<file path="src/rtl/zamanlayici_denetleyici_pkg.sv">
// Shared definitions for the zamanlayici_denetleyici timer peripheral.
// Contents: register index encoding (byte offset bits [4:2]), CTRL/STATUS
// bit positions, COMPARE reset value, and a byte-lane merge helper used for
// partial (wb_sel_i) writes.
// The optional capture feature is enabled with `define ZAMANLAYICI_YAKALAMA_EN.

package zamanlayici_denetleyici_pkg;

    typedef enum logic [2:0] {
        REG_CTRL     = 3'd0,    // 0x00
        REG_PRESCALE = 3'd1,    // 0x04
        REG_COMPARE  = 3'd2,    // 0x08
        REG_COUNT    = 3'd3,    // 0x0C
        REG_STATUS   = 3'd4,    // 0x10
        REG_CAPTURE  = 3'd5     // 0x14, only with ZAMANLAYICI_YAKALAMA_EN
    } reg_idx_e;

    localparam int CTRL_EN_BIT    = 0;
    localparam int CTRL_AUTO_BIT  = 1;
    localparam int CTRL_IRQ_BIT   = 2;

    localparam int STAT_MATCH_BIT = 0;
    localparam int STAT_CAP_BIT   = 1;

    localparam logic [31:0] COMPARE_RST = 32'hFFFF_FFFF;

    // Replace only the byte lanes whose select bit is set.
    function automatic logic [31:0] byte_merge(input logic [31:0] old_v,
                                               input logic [31:0] new_v,
                                               input logic [3:0]  sel);
        logic [31:0] res;
        for (int i = 0; i < 4; i++) begin
            res[8*i +: 8] = sel[i] ? new_v[8*i +: 8] : old_v[8*i +: 8];
        end
        return res;
    endfunction

endpackage

</file>
<file path="src/rtl/zamanlayici_denetleyici_on_olcekleyici.sv">
// on_olcekleyici: prescaler for the timer.
// Ports:
//   clk_i      system clock (rising edge)
//   rst_i      synchronous active-low reset
//   i_en       count enable; 0 holds the prescaler counter at 0
//   i_prescale terminal value; tick period is i_prescale+1 cycles
//   o_tick     one-cycle pulse on the cycle the counter reaches i_prescale

module on_olcekleyici #(
    parameter int PRESCALE_W = 16
) (
    input  logic                  clk_i,
    input  logic                  rst_i,
    input  logic                  i_en,
    input  logic [PRESCALE_W-1:0] i_prescale,
    output logic                  o_tick
);

    logic [PRESCALE_W-1:0] r_pcnt;

    // >= rather than == so that lowering PRESCALE below the running count
    // ticks immediately instead of running the counter through a full wrap.
    assign o_tick = i_en && (r_pcnt >= i_prescale);

    always_ff @(posedge clk_i) begin
        if (!rst_i) begin
            r_pcnt <= '0;
        end else if (!i_en || o_tick) begin
            r_pcnt <= '0;
        end else begin
            r_pcnt <= r_pcnt + PRESCALE_W'(1);
        end
    end

endmodule

</file>
<file path="src/rtl/zamanlayici_denetleyici.sv">
// zamanlayici_denetleyici: Wishbone slave timer peripheral.
// Prescaled 32-bit up-counter with compare match (sticky W1C flag), optional
// auto-reload and a level interrupt.
// Ports:
//   clk_i, rst_i            clock, synchronous active-low reset
//   wb_adr_i[5:0]           byte address, [4:2] selects the register
//   wb_dat_i, wb_we_i, wb_stb_i, wb_sel_i, wb_cyc_i   bus request
//   wb_ack_o, wb_dat_o      one-cycle ack, read data (0 when not acking)
//   yakala_i                capture input (only with ZAMANLAYICI_YAKALAMA_EN)
//   irq_o                   level interrupt
// Optional feature macro: ZAMANLAYICI_YAKALAMA_EN (capture register at 0x14).

module zamanlayici_denetleyici
    import zamanlayici_denetleyici_pkg::*;
#(
    parameter int PRESCALE_W = 16
) (
    input  logic        clk_i,
    input  logic        rst_i,
    input  logic [5:0]  wb_adr_i,
    input  logic [31:0] wb_dat_i,
    input  logic        wb_we_i,
    input  logic        wb_stb_i,
    input  logic [3:0]  wb_sel_i,
    input  logic        wb_cyc_i,
    output logic        wb_ack_o,
    output logic [31:0] wb_dat_o,
`ifdef ZAMANLAYICI_YAKALAMA_EN
    input  logic        yakala_i,
`endif
    output logic        irq_o
);

    logic                  r_ack;
    logic [31:0]           r_dat;
    logic                  r_en;
    logic                  r_auto;
    logic                  r_irq_en;
    logic [PRESCALE_W-1:0] r_prescale;
    logic [31:0]           r_compare;
    logic [31:0]           r_count;
    logic                  r_match;

    logic        w_acc;
    logic        w_wr;
    logic        w_map;
    reg_idx_e    w_idx;
    logic        w_wr_ctrl;
    logic        w_wr_pre;
    logic        w_wr_cmp;
    logic        w_wr_cnt;
    logic        w_wr_sts;
    logic        w_tick;
    logic        w_hit;
    logic        w_cap;
    logic [31:0] w_rdata;
    logic        w_unused;

    // A new access starts only when no ack is outstanding, so a held strobe
    // is served every second cycle.
    assign w_acc     = wb_cyc_i && wb_stb_i && !r_ack;
    assign w_wr      = w_acc && wb_we_i;
    assign w_map     = !wb_adr_i[5];
    assign w_idx     = reg_idx_e'(wb_adr_i[4:2]);
    assign w_wr_ctrl = w_wr && w_map && (w_idx == REG_CTRL);
    assign w_wr_pre  = w_wr && w_map && (w_idx == REG_PRESCALE);
    assign w_wr_cmp  = w_wr && w_map && (w_idx == REG_COMPARE);
    assign w_wr_cnt  = w_wr && w_map && (w_idx == REG_COUNT);
    assign w_wr_sts  = w_wr && w_map && (w_idx == REG_STATUS);
    assign w_unused  = &{1'b0, wb_adr_i[1:0]};

    on_olcekleyici #(.PRESCALE_W(PRESCALE_W)) u_on_olcekleyici (
        .clk_i      (clk_i),
        .rst_i      (rst_i),
        .i_en       (r_en),
        .i_prescale (r_prescale),
        .o_tick     (w_tick)
    );

    assign w_hit = w_tick && (r_count == r_compare);

`ifdef ZAMANLAYICI_YAKALAMA_EN
    logic [2:0]  r_yak_sync;   // [1:0] synchroniser, [2] edge-detect history
    logic        r_cap;
    logic [31:0] r_capture;
    logic        w_cap_set;

    assign w_cap_set = r_yak_sync[1] && !r_yak_sync[2];
    assign w_cap     = r_cap;

    always_ff @(posedge clk_i) begin
        if (!rst_i) begin
            r_yak_sync <= '0;
            r_cap      <= 1'b0;
            r_capture  <= '0;
        end else begin
            r_yak_sync <= {r_yak_sync[1:0], yakala_i};
            if (w_cap_set) begin
                r_capture <= r_count;
                r_cap     <= 1'b1;
            end else if (w_wr_sts && wb_sel_i[0] && wb_dat_i[STAT_CAP_BIT]) begin
                r_cap <= 1'b0;
            end
        end
    end
`else
    assign w_cap = 1'b0;
`endif

    always_comb begin
        w_rdata = '0;
        if (w_map) begin
            case (w_idx)
                REG_CTRL:     w_rdata = {29'd0, r_irq_en, r_auto, r_en};
                REG_PRESCALE: w_rdata = 32'(r_prescale);
                REG_COMPARE:  w_rdata = r_compare;
                REG_COUNT:    w_rdata = r_count;
                REG_STATUS:   w_rdata = {30'd0, w_cap, r_match};
`ifdef ZAMANLAYICI_YAKALAMA_EN
                REG_CAPTURE:  w_rdata = r_capture;
`endif
                default:      w_rdata = '0;
            endcase
        end
    end

    always_ff @(posedge clk_i) begin
        if (!rst_i) begin
            r_ack      <= 1'b0;
            r_dat      <= '0;
            r_en       <= 1'b0;
            r_auto     <= 1'b0;
            r_irq_en   <= 1'b0;
            r_prescale <= '0;
            r_compare  <= COMPARE_RST;
            r_count    <= '0;
            r_match    <= 1'b0;
        end else begin
            r_ack <= w_acc;
            r_dat <= (w_acc && !wb_we_i) ? w_rdata : '0;

            // Software CTRL write takes priority over the match-stop.
            if (w_wr_ctrl && wb_sel_i[0]) begin
                r_en     <= wb_dat_i[CTRL_EN_BIT];
                r_auto   <= wb_dat_i[CTRL_AUTO_BIT];
                r_irq_en <= wb_dat_i[CTRL_IRQ_BIT];
            end else if (w_hit && !r_auto) begin
                r_en <= 1'b0;
            end

            if (w_wr_pre) begin
                r_prescale <= PRESCALE_W'(byte_merge(32'(r_prescale), wb_dat_i, wb_sel_i));
            end

            if (w_wr_cmp) begin
                r_compare <= byte_merge(r_compare, wb_dat_i, wb_sel_i);
            end

            if (w_wr_cnt) begin
                r_count <= byte_merge(r_count, wb_dat_i, wb_sel_i);
            end else if (w_tick) begin
                if (w_hit) begin
                    r_count <= r_auto ? 32'd0 : r_count;
                end else begin
                    r_count <= r_count + 32'd1;
                end
            end

            // Hardware set beats a simultaneous W1C.
            if (w_hit) begin
                r_match <= 1'b1;
            end else if (w_wr_sts && wb_sel_i[0] && wb_dat_i[STAT_MATCH_BIT]) begin
                r_match <= 1'b0;
            end
        end
    end

    assign wb_ack_o = r_ack;
    assign wb_dat_o = r_dat;
    assign irq_o    = r_irq_en && (r_match || w_cap);

endmodule

</file>
<file path="config.mk">
export PLATFORM = sky130hd
export DESIGN_NAME = zamanlayici_denetleyici
export DESIGN_NICKNAME = d
export VERILOG_FILES = /design/src/rtl/zamanlayici_denetleyici_pkg.sv /design/src/rtl/zamanlayici_denetleyici_on_olcekleyici.sv /design/src/rtl/zamanlayici_denetleyici.sv
export SDC_FILE = /design/constraint.sdc
export NUM_CORES = 1
export LEC_CHECK = 0
export ABC_AREA = 1
export ABC_CLOCK_PERIOD_IN_PS = 3150
export BUFFER_PORTS_ARGS = -buffer_cell sky130_fd_sc_hd__buf_2
export CAP_MARGIN = 40
export CELL_PAD_IN_SITES_DETAIL_PLACEMENT = 0
export CELL_PAD_IN_SITES_GLOBAL_PLACEMENT = 1
export CORE_UTILIZATION = 33
export DETAILED_ROUTE_END_ITERATION = 12
export GPL_TIMING_DRIVEN = 0
export PLACE_DENSITY = 0.64
export SYNTH_ARGS = -nofsm -noshare
export SYNTH_HDL_FRONTEND = slang
export SYNTH_SLANG_ARGS = --single-unit
</file>
<file path="constraint.sdc">
create_clock -name clk_i -period 3.15 [get_ports clk_i]
set_clock_uncertainty 0.15 [all_clocks]
set_input_delay 0.1575 -clock clk_i [delete_from_list [all_inputs] [get_ports clk_i]]
set_output_delay 0.1575 -clock clk_i [all_outputs]
set_load 0.005 [all_outputs]
</file>
==> impl_metrics.py, run 1 <==
metrics = {
    "clock_tree": {
        "insertion_delay_ps": 440,
        "cts_max_level": 4,
        "cts_tree": "yes",
        "cts_buffers": 17,
        "cts.clk_slew.worst_paths_ps": 70,
        "root_buffer": "clkbuf_16",
        "clockBufferDepth": 2,
        "cts_sinks": 133,
    },
    "logic_synthesis": {
        "synth.top_cell.area_share": 0.341,
        "netlist_top_cells_area": "dfxtp_1, nand2_1, nor2_1",
        "syn_nets": 1281,
        "synth-edff-count": 0,
        "synthFlopType": "dfxtp_1",
        "synth_most_common_cell": "nand2_1",
        "postSynthAreaPerCell_um2": 6.42,
        "syn-instance-count": 1216,
        "netlist_top_cells_count": "nand2_1, nor2_1, inv_1, dfxtp_1, nand3_1",
        "synthArstFlopShare": 0,
        "syn_area_um2": 7810,
        "ys_types": 40,
        "seq_area_frac_synth": 0.341,
        "synth_top_cell_by_area": "dfxtp_1",
        "ys_ff_latch": 133,
        "yosys_warnings": 0,
    },
    "global_route": {
        "gr-total-overflow": 0,
        "grt_max_degree": 17,
        "antenna_found_initial": 0,
        "grt_pass1_wl_um": 40300,
        "grt_util_all_layers": 0.219,
        "grt_pass1_vias": 7406,
    },
    "die": {
        "core-area_um2": 22900,
        "ioPinCount": 81,
        "die_h_um": 156,
        "die_w_um": 156,
        "dieArea_um2": 24300,
        "rows": 55,
        "initial_core_util": 0.341,
    },
    "critical_path": {
        "cp.required_ps": 3380,
        "worst-path-buf-inv": 6,
        "worstPathArrival_ps": 3150,
        "critical-path-top-delay-family": "buffers and inverters",
        "critPathLaunchType": "input port",
        "worstPathMaxFanout": 10,
        "slowest_delay_ps": 550,
        "cp_cell_sequence": "dlygate4sd3_1 > buf_2 > nor3_1 > inv_2 > nor2_1 > inv_1 > nor2_2 > buf_2 > nand2_1 > nand3_1 > dlygate4sd3_1",
        "end_kind": "register",
        "cp_slowest_cell": "dlygate4sd3_1",
        "crit_type": "in -> reg",
    },
    "routing": {
        "vias": 7694,
        "top_layer_used": "met4",
        "drt-initial-drc-count": 390,
        "met1_length_um": 11800,
        "drcViolationCount": 0,
        "ant_nets": 0,
        "met2_length_um": 12600,
        "dr.pass1.iters": 6,
        "vias_per_cell": 4.59,
        "wl_um": 25500,
        "wl_met3_um": 734,
        "wl_per_cell_um": 15.2,
    },
    "pwr": {
        "p_sw_mw": 1.07,
        "p_clk_frac": 0.509,
        "power_frac_seq": 0.434,
        "p_leak_nw": 4.71,
        "p_sw_frac": 0.273,
        "pwr-share-comb": 0.057,
        "power_density_nw_per_um2": 409,
        "power_mw": 3.91,
        "p_int_mw": 2.84,
        "ir_drop_mv": 0.238,
    },
    "final_layout": {
        "antenna_cells": 0,
        "layout-drive-gt1-share": 0.150,
        "area_delta_synth_final_pct": 22.3,
        "nNetsFinal": 1416,
        "fin_cells": 1677,
    },
    "timing": {
        "hold_viol": 0,
        "rsz0062_at_grt": "false",
        "fmax_ghz": 0.343,
        "period_share": 0.927,
        "setup-violations-final": 0,
        "max_slew_margin": 0.468,
        "fin_setup_tns_ps": 0,
        "worst_slew_pin_slew_ps": 798,
        "fin_crit_ps": 2920,
        "slew_violations": 0,
        "whs_ps": 29.1,
    },
    "placement": {
        "io_buffers": 78,
        "gp_congestion": 0.827,
        "placed_cells": 1607,
        "place_hpwl_um": 19800,
    },
    "min_path": {
        "hold_path.class": "in -> reg",
    },
    "job": {
        "maxCapViolCount": 0,
    },
    "status": {
        "outcome": "complete, no violations",
    },
}
stage by stage:
stage	area [um2]	utilization	setup WS, ps
6_report	9550	0.417	230
3_5_place_dp	8590	0.375	586
4_1_cts	9550	0.417	230
2_1_floorplan	7810	-	1170
3_3_place_gp	8590	0.375	574
5_1_grt	9550	0.417	1.08
power by group through the flow:
stage	Sequential (mW)	Combinational, mW	Clock, mW
6_report	1.70	0.221	1.99
5_1_grt	1.70	0.243	2.09
4_1_cts	1.70	0.223	2.03
3_5_place_dp	1.74	0.188	0
3_3_place_gp	1.74	0.190	0
2_1_floorplan	1.73	0.0946	0
per-layer routing:
metal,vias up,GRT usage
met1,3457,0.273
met2,132,0.391
li1,4080,-
met4,0,0.0691
met3,25,0.0272
met5,-,0
cell type report:
class	instances	area, um2
plain buffers	47	270
clock buffers	18	439
clock inverters	14	136
fillers	2517	13400
inverters	168	631
multi-input cells	868	4250
flip-flops and latches	133	2660
well taps	313	392
repair buffers	116	771
layout by cell type (no fill, tap or decap), types with 3 or more instances in the layout:
cell and n:
nor2_1 159, o211ai_1 29, xnor2_1 5, dlygate4sd3_1 38
buf_4 4, clkinv_1 3, ha_1 18, clkinvlp_4 3
o21ai_0 40, clkbuf_16 17, nor3_1 25, nor3_2 4
a21oi_1 21, o22ai_1 11, nand2_1 385, buf_2 90
dfxtp_1 133, xor2_1 29, buf_6 5, nor4_1 9
inv_6 4, inv_8 4, nand4_1 5, nand3_2 5
clkbuf_2 3, clkbuf_1 21, nand3_1 45, nand2_4 5
inv_1 155, inv_2 10, nor2_2 40, a22oi_1 18
registers in the layout (all words and copies together), names as in the netlist:
name	cells
r_match	1
r_count	32
r_prescale	16
u_on_olcekleyici.r_pcnt	16
wb_ack_o	1
r_en	1
wb_dat_o	32
r_compare	32
r_auto	1
r_irq_en	1
cell families after synthesis:
family / after synthesis / share of synthesized area
compound gates: 126 / 0.100
xor+xnor: 34 / 0.0381
fa+ha+maj: 18 / 0.0288
buf+inv: 215 / 0.115
flops: 133 / 0.341
simple gates: 690 / 0.377
worst paths after layout:
path | startpoint | to | slack (ps) | cells past startpoint
max | wb_adr_i[4] | r_compare[27] | 230 | 11
min | wb_sel_i[0] | r_match | 30 | 4
max reg2reg | wb_ack_o | r_compare[27] | 320 | 10
min reg2reg | u_on_olcekleyici.r_pcnt[0] | u_on_olcekleyici.r_pcnt[0] | 330 | 1
what timing repair did:
action | CTS | global route
endpoints found under the hold margin | 86 | 0
endpoints found under the setup margin | 0 | 1
hold buffers | 38 | 0
buffers inserted | 0 | 0
resized for setup | 0 | 1
worst min-delay path: stages:
cell	delay, ps
buf_2	120
nand4_1	90
o21ai_0	80
a21oi_1	130
No activity file was read; power rests on OpenSTA's default activity.
==> run 2, diff against run 1 <==
--- a/config.mk
+++ b/config.mk
@@ -14,7 +14,8 @@
 export CORE_UTILIZATION = 33
 export DETAILED_ROUTE_END_ITERATION = 12
 export GPL_TIMING_DRIVEN = 0
-export PLACE_DENSITY = 0.64
+export PLACE_DENSITY = 0.63
 export SYNTH_ARGS = -nofsm -noshare
 export SYNTH_HDL_FRONTEND = slang
+export SYNTH_HIERARCHICAL = 1
 export SYNTH_SLANG_ARGS = --single-unit
==> run 2 against run 1 <==
Against the previous run:
- count of clock-buffer cells in the layout unchanged
- power increased by 3.4%
- cell count decreased by 0.89%
- die area increased by 0.21%
- worst hold slack got worse by 12 ps
- maximum frequency decreased by 0.82%
- clock power increased by 8%
- utilization increased by 0.75 points
- via count increased by 2.4%
- critical path type is now reg -> reg
==> impl_metrics.py, run 2 <==
metrics = {
    "status": {
        "outcome": "complete, no violations",
    },
    "pwr": {
        "p_sw_frac": 0.247,
        "p_leak_nw": 4.49,
        "pwr-share-comb": 0.053,
        "p_clk_frac": 0.528,
        "ir_drop_mv": 0.287,
        "p_sw_uw": 998,
        "p_int_mw": 3.04,
        "power_density_nw_per_um2": 416,
        "power_frac_seq": 0.419,
    },
    "timing": {
        "hold_viol": 0,
        "max_slew_margin": 0.411,
        "period_share": 0.935,
        "fin_setup_tns_ps": 0,
        "setup-violations-final": 0,
        "fmax_ghz": 0.340,
        "fin_crit_ps": 2940,
        "worst_slew_pin_slew_ps": 884,
        "slew_violations": 0,
    },
    "clock_tree": {
        "cts_tree": "yes",
        "root_buffer": "clkbuf_16",
        "insertion_delay_ps": 440,
        "cts_buffers": 17,
        "cts_max_level": 4,
        "cts_sinks": 133,
        "cts.clk_slew.worst_paths_ps": 60,
        "clockBufferDepth": 2,
    },
    "routing": {
        "drcViolationCount": 0,
        "dr.pass1.iters": 5,
        "vias_per_cell": 4.74,
        "wl_per_cell_um": 16.4,
        "drt-initial-drc-count": 418,
        "ant_nets": 0,
        "wl_um": 27200,
        "vias": 7875,
    },
    "final_layout": {
        "final_cell_mix": "nand2_1, nor2_1, inv_1, dfxtp_1, buf_2",
        "area_delta_synth_final_pct": 24.2,
        "layout-drive-gt1-share": 0.164,
        "fin_util": 0.424,
        "layout_commonest_cell": "nand2_1",
        "fillerInstances": 2571,
        "multiInputGateArea_um2": 4370,
        "design_area_um2": 9730,
        "antenna_cells": 0,
        "nNetsFinal": 1401,
        "regArea_um2": 2670,
    },
    "die": {
        "ioPinCount": 81,
        "die_h_um": 156,
        "die_w_um": 156,
        "dieArea_um2": 24300,
        "core-area_um2": 22900,
        "initial_core_util": 0.342,
        "rows": 55,
    },
    "critical_path": {
        "r2r_end": "r_count[3]",
        "slowest_delay_ps": 340,
        "end_kind": "register",
        "worst-path-buf-inv": 3,
        "endpoint": "r_count[3]",
        "critPathMostFrequentCell": "nor2_1",
        "worstPathArrival_ps": 3160,
        "cp_slowest_cell": "dfxtp_2",
        "reg2reg_slack_ps": 210,
        "worstPathMaxFanout": 9,
        "path_depth": 18,
        "crit_start": "r_prescale[10]",
        "cp_cell_sequence": "inv_1 > ha_1 > nand4_1 > nor3_4 > nand2_2 > a21boi_4 > inv_1 > a21oi_2 > nand3_1 > nor2_1 > nand2_2 > nor2_1 > nand3_2 > nand2_4 > nand2_2 > inv_2 > nor2_1 > nor2_1",
        "critical-path-top-delay-family": "simple AND/OR/NAND/NOR gates",
        "rr_startpoint": "r_prescale[10]",
        "crit_type": "reg -> reg",
        "reg2reg_depth": 18,
        "cp.required_ps": 3360,
        "critPathLaunchType": "register",
    },
    "logic_synthesis": {
        "synth.top_cell.area_share": 0.340,
        "netlist_top_cells_count": "nand2_1, nor2_1, inv_1, dfxtp_1, o21ai_0",
        "syn_nets": 1259,
        "syn-instance-count": 1194,
        "synthArstFlopShare": 0,
        "synthFlopType": "dfxtp_1",
        "postSynthAreaPerCell_um2": 6.56,
        "synth_most_common_cell": "nand2_1",
        "ys_types": 42,
        "synth-edff-count": 0,
        "netlist_top_cells_area": "dfxtp_1, nand2_1, nor2_1",
        "ys_ff_latch": 133,
        "yosys_warnings": 6,
        "syn_area_um2": 7830,
        "seq_area_frac_synth": 0.340,
        "synth_top_cell_by_area": "dfxtp_1",
    },
    "placement": {
        "io_buffers": 78,
        "placed_area_um2": 8620,
        "place_hpwl_um": 21100,
        "gp_congestion": 0.863,
    },
    "global_route": {
        "grt_pass1_vias": 7330,
        "grt_pass1_wl_um": 42000,
        "grt_max_degree": 17,
        "gr-total-overflow": 0,
        "antenna_found_initial": 0,
        "grt_util_all_layers": 0.231,
    },
    "min_path": {
        "hold_path.class": "in -> reg",
    },
    "job": {
        "maxCapViolCount": 0,
    },
}
==> run 2: changes by cell type after synthesis, moves of 9 or more <==
cell | before | now
inv_1 | 155 | 146
nand2_1 | 385 | 347
nand2_2 | 2 | 13
nand3_1 | 45 | 32
nor2_1 | 159 | 189
nor2_2 | 40 | 12
o21ai_1 | 0 | 9
o22ai_1 | 11 | 0
==> run 2: per-stage QoR <==
step                      hold slack (ps)  worst slack [ps]  instances  power [mW]
after floorplan                       134               502       1194        1.81
after global placement                245              -486       1585        1.91
after detailed placement              246              -490       1587        1.91
after CTS                            11.3              5.80       1656        4.07
after global routing                 42.4             -34.2       1662        4.17
final                                16.9               206       1662        4.04
==> run 2: layout make-up <==
| class | count | share of cell area |
|---|---|---|
| inverter | 164 | 0.0633 |
| clock inverter | 14 | 0.0179 |
| timing repair buffer | 123 | 0.0839 |
| clock buffer | 18 | 0.0452 |
| sequential | 133 | 0.275 |
| multi-input combinational | 857 | 0.449 |
| tap | 313 | 0.0403 |
| buffer | 40 | 0.0257 |
==> run 2: worst min path at each step <==
stage / end / from / depth (start not counted) / slack (ps)
after CTS: wb_dat_o[6] / wb_cyc_i / 5 / 10
final: wb_dat_o[6] / wb_cyc_i / 5 / 20
after global placement: r_compare[20] / wb_dat_i[20] / 3 / 250
after floorplan: r_compare[14] / wb_dat_i[14] / 2 / 130
after global routing: wb_dat_o[6] / wb_cyc_i / 5 / 40
after detailed placement: r_compare[30] / wb_dat_i[30] / 3 / 250
==> run 2: layer usage <==
| layer | wire [um] | GRT usage |
|---|---|---|
| met1 | 14100 | 0.341 |
| met2 | 11800 | 0.349 |
| met3 | 1090 | 0.0314 |
| met4 | 244 | 0.0574 |
| met5 | 0 | 0 |
==> run 2: repair_timing <==
action / in CTS / in global routing
pin swaps: 0 / 7
setup buffers: 0 / 6
endpoints found under the hold margin: 86 / 0
resized for setup: 4 / 17
hold buffers: 37 / 0
endpoints found under the setup margin: 33 / 31
cloned: 0 / 0
==> run 2: power groups by stage <==
stage                     Combinational [mW]  Clock (mW)  Sequential, mW
final                                  0.214        2.14            1.69
after global routing                   0.231        2.24            1.69
after CTS                              0.212        2.16            1.69
after detailed placement               0.177           0            1.73
after global placement                 0.178           0            1.73
after floorplan                       0.0821           0            1.73
==> run 2: cells by family (layout without fill, tap and decap cells) <==
logic type | after synthesis | after routing | share of synthesized area
buffers and inverters | 204 | 359 | 0.110
and+or+nand+nor | 649 | 649 | 0.353
adders and majority gates | 18 | 18 | 0.0288
xor gates and xnor gates | 42 | 42 | 0.0470
AOI/OAI and AO/OA | 148 | 148 | 0.121
DFF | 133 | 133 | 0.340
==> run 2: worst reg2reg max path, stage by stage (launching register included) <==
cell and delay [ps]:
dfxtp_2 340, inv_1 40, ha_1 290, nand4_1 150, nor3_4 270, nand2_2 120
a21boi_4 210, inv_1 80, a21oi_2 110, nand3_1 80, nor2_1 120, nand2_2 90
nor2_1 140, nand3_2 170, nand2_4 170, nand2_2 90, inv_2 130, nor2_1 60
nor2_1 80
==> run 3, diff against run 2 <==
--- a/config.mk
+++ b/config.mk
@@ -6,8 +6,8 @@
 export NUM_CORES = 1
 export LEC_CHECK = 0
 export ABC_AREA = 1
-export ABC_CLOCK_PERIOD_IN_PS = 3150
-export BUFFER_PORTS_ARGS = -buffer_cell sky130_fd_sc_hd__buf_2
+export ABC_CLOCK_PERIOD_IN_PS = 3410
+export BUFFER_PORTS_ARGS = -buffer_cell sky130_fd_sc_hd__buf_4
 export CAP_MARGIN = 40
 export CELL_PAD_IN_SITES_DETAIL_PLACEMENT = 0
 export CELL_PAD_IN_SITES_GLOBAL_PLACEMENT = 1
==> constraint.sdc (replaced) <==
create_clock -name clk_i -period 3.41 [get_ports clk_i]
set_clock_uncertainty 0.15 [all_clocks]
set_input_delay 0.1705 -clock clk_i [delete_from_list [all_inputs] [get_ports clk_i]]
set_output_delay 0.1705 -clock clk_i [all_outputs]
set_load 0.005 [all_outputs]
==> run 3 against run 2 <==
Against the previous run:
- first-iteration DRC count up 23%
- via count increased by 0.14%
- sequential cell count unchanged
- largest cell class unchanged
- utilization is 0.35 points higher
- sequential power shrank 8%
- sequential share of layout area decreased by 0.30 points
- register-to-register slack improved by 160 ps
- clock power is 9% lower
- global-route usage barely moved
- highest routed layer unchanged
- worst hold slack gained 28 ps
==> impl_metrics.py, run 3 (synthesized netlist as in run 2, its figures left out) <==
metrics = {
    "critical_path": {
        "cp.required_ps": 3630,
        "critical-path-top-delay-family": "simple AND/OR/NAND/NOR gates",
        "end_kind": "register",
        "worst-path-buf-inv": 3,
        "critPathLaunchType": "register",
        "crit_type": "reg -> reg",
        "slowest_delay_ps": 370,
        "worstPathMaxFanout": 9,
        "cp_slowest_cell": "dfxtp_1",
        "cp_cell_sequence": "inv_1 > ha_1 > nand2_1 > nor3_2 > nand2_2 > a21boi_4 > inv_1 > a21oi_1 > nand3_1 > nor2_1 > nand2_1 > nor2_1 > nand3_1 > nand2_4 > nand2_2 > inv_2 > nor2_1 > nor2_1",
        "critPathMostFrequentCell": "nor2_1",
        "worstPathArrival_ps": 3260,
    },
    "timing": {
        "fin_setup_tns_ps": 0,
        "hold_viol": 0,
        "worst_slew_pin_slew_ps": 866,
        "fin_crit_ps": 3050,
        "setup-violations-final": 0,
        "rsz0062_at_grt": "false",
        "slew_violations": 0,
        "max_slew_margin": 0.422,
        "fmax_ghz": 0.328,
        "period_share": 0.894,
    },
    "die": {
        "initial_core_util": 0.342,
        "die_h_um": 156,
        "ioPinCount": 81,
        "rows": 55,
        "core-area_um2": 22900,
        "dieArea_um2": 24300,
        "die_w_um": 156,
    },
    "clock_tree": {
        "cts_max_level": 4,
        "root_buffer": "clkbuf_16",
        "cts_tree": "yes",
        "clockBufferDepth": 2,
        "cts.clk_slew.worst_paths_ps": 60,
        "cts_sinks": 133,
        "insertion_delay_ps": 440,
        "cts_buffers": 17,
    },
    "routing": {
        "drt-initial-drc-count": 513,
        "vias": 7886,
        "wl_per_cell_um": 16.3,
        "dr.pass1.iters": 5,
        "wl_um": 27000,
        "drcViolationCount": 0,
        "ant_nets": 0,
        "vias_per_cell": 4.76,
    },
    "placement": {
        "gp_congestion": 0.850,
        "place_hpwl_um": 21100,
        "placed_area_um2": 8820,
        "io_buffers": 78,
    },
    "final_layout": {
        "nNetsFinal": 1394,
        "fin_util": 0.428,
        "regArea_um2": 2660,
        "multiInputGateArea_um2": 4330,
        "fillerInstances": 2554,
        "design_area_um2": 9810,
        "area_delta_synth_final_pct": 25.3,
        "antenna_cells": 0,
        "layout-drive-gt1-share": 0.151,
        "final_cell_mix": "nand2_1, nor2_1, inv_1, dfxtp_1, buf_4",
        "layout_commonest_cell": "nand2_1",
    },
    "min_path": {
        "hold_path.class": "in -> reg",
    },
    "global_route": {
        "grt_pass1_vias": 7444,
        "gr-total-overflow": 0,
        "grt_max_degree": 17,
        "grt_util_all_layers": 0.231,
        "grt_pass1_wl_um": 42200,
        "antenna_found_initial": 0,
    },
    "pwr": {
        "p_leak_nw": 4.47,
        "power_density_nw_per_um2": 380,
        "ir_drop_mv": 0.203,
    },
    "job": {
        "maxCapViolCount": 0,
    },
    "status": {
        "outcome": "complete, no violations",
    },
}
run 3: cell types whose count changed in the layout (fill, tap and decap cells not counted), moves of 2 or more:
cell	change
buf_2	-79
buf_4	+73
clkinv_4	-2
clkinvlp_4	+2
dfxtp_1	+6
dfxtp_2	-6
run 3: power by group:
part / total, mW / switching [mW] / internal (mW)
logic: 0.211 / 0.122 / 0.0891
registers: 1.56 / 0.00522 / 1.56
clock network: 1.95 / 0.792 / 1.16
total: 3.73 / 0.919 / 2.81
run 3: final cells by class:
class | count | share of cell area
plain buffers | 40 | 0.0251
clock buffers | 18 | 0.0438
clock inverters | 14 | 0.0179
inverters | 164 | 0.0628
multi-input cells | 857 | 0.441
flip-flops and latches | 133 | 0.272
well taps | 313 | 0.0399
repair buffers | 116 | 0.0977
run 3: worst paths after layout:
kind         slack [ps]                          to                  startpoint  depth (start not counted)
max                 360                  r_count[5]              r_prescale[13]                         18
max reg2reg         360                  r_count[5]              r_prescale[13]                         18
min                  50  u_on_olcekleyici/r_pcnt[9]                       rst_i                          5
min reg2reg         330  u_on_olcekleyici/r_pcnt[0]  u_on_olcekleyici/r_pcnt[0]                          1
run 3: metrics by stage:
step	setup slack (ps)	power, mW	hold WS [ps]	instances
floorplan	762	1.67	147	1194
global placement	-237	1.78	248	1585
detailed placement	-193	1.78	253	1587
CTS	99.1	3.76	24.4	1655
global route	16.4	3.83	47.2	1655
finish	363	3.73	45.1	1655
run 3: repair_timing:
action / CTS / global route
hold buffers: 36 / 0
setup endpoints to repair: 31 / 28
gates cloned: 0 / 0
resized for setup: 2 / 4
buffers inserted: 0 / 0
hold endpoints to repair: 86 / 0
run 3: routing by layer:
metal	global-route usage	part of all wire	up-vias
met5	0	0	-
met4	0.0700	0.017	0
met3	0.0267	0.040	27
met2	0.345	0.42	187
met1	0.343	0.52	3629
li1	-	-	4043
run 3: worst register-to-register path, cell delays in order, from the launching register on:
cell	delay [ps]
dfxtp_1	370
inv_1	60
ha_1	290
nand2_1	90
nor3_2	290
nand2_2	150
a21boi_4	210
inv_1	70
a21oi_1	120
nand3_1	90
nor2_1	100
nand2_1	90
nor2_1	110
nand3_1	220
nand2_4	210
nand2_2	90
inv_2	140
nor2_1	50
nor2_1	80
